File: src/rtl/ex_gcd_arbiter.sv
// Round-robin arbiter sharing one GCD unit among NREQ requesters; a tag FIFO steers
// in-order GCD responses back. Optional perf counters: define EX_GCD_ARBITER_PERF_EN.
module ex_gcd_arbiter #(
  parameter int NREQ      = 4,
  parameter int TAG_DEPTH = 2
) (
  input  logic                 clk,
  input  logic                 reset,
  input  logic [NREQ*32-1:0]   req_msg,
  input  logic [NREQ-1:0]      req_val,
  output logic [NREQ-1:0]      req_rdy,
  output logic [15:0]          resp_msg,
  output logic [NREQ-1:0]      resp_val,
  input  logic [NREQ-1:0]      resp_rdy,
  output logic [31:0]          gcd_req_msg,
  output logic                 gcd_req_val,
  input  logic                 gcd_req_rdy,
  input  logic [15:0]          gcd_resp_msg,
  input  logic                 gcd_resp_val,
  output logic                 gcd_resp_rdy
`ifdef EX_GCD_ARBITER_PERF_EN
  ,
  output logic [NREQ*16-1:0]   perf_grants,
  output logic [15:0]          perf_stall
`endif
);

  localparam int IW = $clog2(NREQ);
  localparam int PW = (TAG_DEPTH > 1) ? $clog2(TAG_DEPTH) : 1;
  localparam int CW = $clog2(TAG_DEPTH + 1);
  localparam logic [NREQ-1:0] ONE_HOT0 = NREQ'(1);

  typedef logic [IW-1:0] tag_t;

  tag_t          prio_q, prio_d;
  tag_t          tag_mem_q [TAG_DEPTH];
  logic [PW-1:0] head_q, head_d, tail_q, tail_d;
  logic [CW-1:0] count_q, count_d;

  tag_t grant, head_tag;
  logic any_req, is_full, is_empty, req_fire, resp_fire;

  function automatic logic [PW-1:0] ptr_inc(input logic [PW-1:0] p);
    return (p == PW'(TAG_DEPTH - 1)) ? '0 : p + 1'b1;
  endfunction

  // NOTE: every always_comb output gets a default before any branch, so no latch is inferred.
  always_comb begin
    logic found;
    tag_t cand;
    grant = prio_q;
    found = 1'b0;
    for (int k = 0; k < NREQ; k++) begin
      cand = tag_t'((int'(prio_q) + k) % NREQ);
      if (!found && req_val[cand]) begin
        grant = cand;
        found = 1'b1;
      end
    end
  end

  assign any_req  = |req_val;
  assign is_full  = (count_q == CW'(TAG_DEPTH));
  assign is_empty = (count_q == '0);

  // Reset gates the request side combinationally so nothing is offered while held low.
  assign gcd_req_val = reset & any_req & ~is_full;
  assign gcd_req_msg = req_msg[32*int'(grant) +: 32];
  assign req_fire    = gcd_req_val & gcd_req_rdy;
  assign req_rdy     = req_fire ? (ONE_HOT0 << grant) : '0;

  assign head_tag     = tag_mem_q[head_q];
  assign resp_msg     = gcd_resp_msg;
  assign resp_val     = (gcd_resp_val && !is_empty) ? (ONE_HOT0 << head_tag) : '0;
  assign gcd_resp_rdy = ~is_empty & resp_rdy[head_tag];
  assign resp_fire    = gcd_resp_val & gcd_resp_rdy;

  always_comb begin
    prio_d  = prio_q;
    head_d  = head_q;
    tail_d  = tail_q;
    count_d = count_q;
    if (req_fire) begin
      prio_d = (grant == tag_t'(NREQ - 1)) ? '0 : grant + 1'b1;
      tail_d = ptr_inc(tail_q);
    end
    if (resp_fire) head_d = ptr_inc(head_q);
    case ({req_fire, resp_fire})
      2'b10:   count_d = count_q + 1'b1;
      2'b01:   count_d = count_q - 1'b1;
      default: count_d = count_q;
    endcase
  end

  // NOTE: sequential state uses non-blocking assignments so all registers update together.
  always_ff @(posedge clk or negedge reset) begin
    if (!reset) begin
      prio_q  <= '0;
      head_q  <= '0;
      tail_q  <= '0;
      count_q <= '0;
    end else begin
      prio_q  <= prio_d;
      head_q  <= head_d;
      tail_q  <= tail_d;
      count_q <= count_d;
    end
  end

  // NOTE: tag storage is not reset; count_q alone says which entries are valid.
  always_ff @(posedge clk) begin
    if (req_fire) tag_mem_q[tail_q] <= grant;
  end

`ifdef EX_GCD_ARBITER_PERF_EN
  logic [15:0] grants_q [NREQ];
  logic [15:0] stall_q;

  always_ff @(posedge clk or negedge reset) begin
    if (!reset) begin
      for (int i = 0; i < NREQ; i++) grants_q[i] <= '0;
      stall_q <= '0;
    end else begin
      for (int i = 0; i < NREQ; i++) begin
        if (req_fire && grant == tag_t'(i) && grants_q[i] != 16'hffff)
          grants_q[i] <= grants_q[i] + 16'd1;
      end
      if (any_req && !req_fire && stall_q != 16'hffff) stall_q <= stall_q + 16'd1;
    end
  end

  for (genvar gi = 0; gi < NREQ; gi++) begin : g_perf
    assign perf_grants[gi*16 +: 16] = grants_q[gi];
  end
  assign perf_stall = stall_q;
`endif

endmodule

File: config.mk
export PLATFORM = sky130hd
export DESIGN_NAME = ex_gcd_arbiter
export DESIGN_NICKNAME = d
export VERILOG_FILES = /design/src/rtl/ex_gcd_arbiter.sv
export SDC_FILE = /design/constraint.sdc
export NUM_CORES = 1
export LEC_CHECK = 0
export ABC_AREA = 1
export CAP_MARGIN = 5
export CELL_PAD_IN_SITES_DETAIL_PLACEMENT = 0
export CELL_PAD_IN_SITES_GLOBAL_PLACEMENT = 1
export CORE_MARGIN = 10
export CORE_UTILIZATION = 17
export DETAILED_ROUTE_END_ITERATION = 6
export PLACE_DENSITY_LB_ADDON = 0.1
export REMOVE_ABC_BUFFERS = 1
export SLEW_MARGIN = 30
export SYNTH_ARGS = -nofsm -noshare
export SYNTH_HDL_FRONTEND = slang
export SYNTH_SLANG_ARGS = --single-unit
export TNS_END_PERCENT = 50
File: constraint.sdc
create_clock -name clk -period 2.1 [get_ports clk]
set_input_delay 0.315 -clock clk [delete_from_list [all_inputs] [get_ports clk]]
set_output_delay 0.315 -clock clk [all_outputs]
set_load 0.1 [all_outputs]
==> results.md, run 1 <==
- Outcome: finished, violations left
- Violated checks: negative setup slack
- Initial Utilization: 0.173
- Vias per std cell: 4.56
- Placed instance area: 0.00500 mm²
- Grt ovf: 0
- Reg2Reg Setup Slack: 0.05 ns
- Fin. Hold Viols: 0
- DP HPWL: approximately 11000 µm
- CP arrival: ~2.3 ns
- 1st-pass router iterations: 5
- CTS tree: built
- Slew Limit Fails: 0
- Async set or reset register ratio after synthesis: 0.600
- Final setup violation count: 36
- Final nets: 833
- Most common flop cell mapped by yosys: dfrtp_1
- CP max stage delay: 0.45 ns
- Total clock sinks: 10
- Sequential area share after synthesis: 0.109
- DP Cell Count: 828
- Die Y: roughly 140 µm
- Critical Path RT: between 1.5 and 2 ns
- Most frequent cell after synthesis: nand2_1
- Minimum clock period: 2.65 ns
- First-pass GRT wire length: between 20000 and 25000 µm
- Clock Latency Late Sink: 0.24 ns
- Worst R2R Start: prio_q[0]$_DFFE_PN0P_
- Highest Clock Rate: 377 MHz
- Max_slew headroom: 0.675
- Clock slew at reported path FFs: 0.04 ns
- Cell family with most CP delay: simple AND/OR/NAND/NOR gates
- Worst setup SP type: register
- Row count: 44
- Yosys warns: 0
- Crit path max-delay cell type: dfrtp_2
- Worst Setup EP: gcd_req_msg[11]
- Max clock buf depth: 2
- Worst-path cell chain: clkinvlp_4, nand2_2, nand3_2, nand2_4, nand2_4, nor2_4, buf_6, nand2_4, clkbuf_16, nand3_1, nand2_1, nand2_2, nand2_2, buf_12
- Vias in the first global route: 4117
- Area Overhead vs Synth: 147%
- Hold Path Class: in -> async
- Met3 Wirelength: 1630 µm
- CTS Buf Count: 3
- Syn Inst Count: 480
- Post-route design area: approximately 0.006 mm²
- RSZ-0062 raised after global routing: yes
- Most frequent cells after synthesis: nand2_1, nand3_1, buf_2
- DRT antenna net count: 0
- Crit. End Element: output port
- DR DRC count: 0
- Reg2Reg Depth: 12
- GP Congestion: about 0.8
- Post-CTS Hold Fix Bufs: 0
- Root Driver: clkbuf_16
- Kind of critical path: reg -> out
- ANT cells: 0
- Chip width: 141 µm
- Die area: 0.0199 mm²
- Area leader, netlist: nand2_1
- Top Ports: 214
- Top Layer Used: met4
- Hold WS: 0.368 ns
- Critical Path Fanout Max: 7
- DP Worst Slack: -0.510 ns
- Layout cells sized above 1: 0.350
- Seq cells post-synth: 10
- Area contributors post-synth: nand2_1, nand3_1, dfrtp_1
- Non-Filler Instances: between 800 and 900
- H-tree depth: 1
- Number of cells on the critical path: 14
- Fin crit share: 1.26
- R2R Path End: tag_mem_q[1][1]$_DFFE_PP_
- Worst-margin pin slew: 0.483 ns
- Fillers: 1470
- DRT Wirelength: 15700 µm
- Core area: ~0.014 mm²
- Drt first-iter violations: ~120
- Top-area cell type share of the netlist area: 0.324
- Post-route setup slack: -0.550 ns
- Antenna violations before repair: 1
- Critical Path Start: prio_q[0]$_DFFE_PN0P_
- Largest net degree at the start of global routing: 33
- Setup Skew: 0.00179 ns
- Syn_area_per_cell: 5.18 µm²
- Port Buf Inserts: 181
- EDFF count, synth: 4
- Routed len/inst: approximately 18 µm
- M1 WL: approximately 6200 µm
- Mapped Area: 0.00249 mm²
- Met2 WL: 7680 µm
- Via count: 3910
- Buf+Inv Stages, Crit Path: 4
- Tot GR Track Use: 0.135
- Maxcap violations: 0
- Yosys cell types: 23
-- cell usage in the layout, fill, tap and decap left out, types with 2 or more instances in the layout --
cell             count
nand3_4              4
buf_8                3
nand3_2             37
edfxtp_1             4
xor2_1               3
o21ai_0              3
dfrtp_1              5
inv_4                2
inv_1               14
buf_4               17
nand3_1            103
buf_16               4
clkdlybuf4s50_1    135
nand2_2             64
nor2_1               5
clkbuf_16           11
dlygate4sd2_1        4
inv_2                2
nor2_4               5
nor3_1               4
nand2_4             13
ha_1                 2
nand2_1            149
nand2_8              5
buf_6               11
buf_12              55
-- sequential cells by signal, summed over array words and instances (netlist names) --
name,count
head_q,1
count_q,2
tail_q,1
tag_mem_q,4
prio_q,2
-- per-layer routing --
layer  vias up  GRT usage
li1       1934          -
met1      1802      0.146
met2       159      0.234
met3        15     0.0655
met4         0     0.0293
met5         -          0
-- layout make-up --
cell class	instances	area, µm²	area share
Sequential cell	10	272	0.0441
Clock buffer	3	75.1	0.0122
Tap cell	184	230	0.0374
Multi-Input combinational cell	403	2360	0.384
Inverter	18	72.6	0.0118
Timing Repair inverter	1	7.51	0.00122
Timing Repair Buffer	238	3130	0.508
Clock inverter	1	3.75	0.000610
-- stage by stage --
stage / util / TNS, ns
2_1_floorplan: - / -64.08
5_1_grt: 0.427 / -22.53
3_3_place_gp: 0.346 / -17.65
6_report: 0.427 / -18.50
3_5_place_dp: 0.346 / -17.87
4_1_cts: 0.392 / -15.50
-- cell families (layout without fill, tap and decap cells) --
| family | after synthesis | count (layout) | share of synthesized area |
|---|---|---|---|
| XOR/XNOR | 4 | 4 | 0.0141 |
| flip-flops | 10 | 10 | 0.109 |
| adder cells (fa/ha/maj) | 2 | 2 | 0.0101 |
| AO/OA/AOI/OAI | 5 | 5 | 0.0111 |
| AND/OR/NAND/NOR | 391 | 392 | 0.688 |
| buffers and inverters | 68 | 261 | 0.168 |
-- worst min path at each step --
stage | slack (ns) | endpoint | cells past startpoint | from
floorplan | 0.02 | count_q[0]$_DFFE_PN0P_ | 0 | reset
global placement | 0.55 | tail_q$_DFFE_PN0P_ | 2 | tail_q$_DFFE_PN0P_
detailed placement | 0.56 | tail_q$_DFFE_PN0P_ | 2 | tail_q$_DFFE_PN0P_
CTS | 0.37 | tail_q$_DFFE_PN0P_ | 2 | reset
global route | 0.39 | head_q$_DFFE_PN0P_ | 2 | reset
finish | 0.37 | tail_q$_DFFE_PN0P_ | 2 | reset
-- repair_timing --
item                                    in CTS  in global routing
cloned                                       6                 10
setup buffers                                9                  2
resized for setup                          105                 62
endpoints found under the setup margin      36                 40
pin swaps                                   11                 39
Power of run 1 is left out: the tool's default activity adds up to more than one toggle a clock period on the data nets, which glitch-free logic cannot reach.
==> run 2: changes to the inputs <==
- GPL_ROUTABILITY_DRIVEN: not set -> 0
==> results of run 2 <==
The final DEF is identical to that of run 1; final timing and power are the same.
Power of run 2 is left out for the same reason.
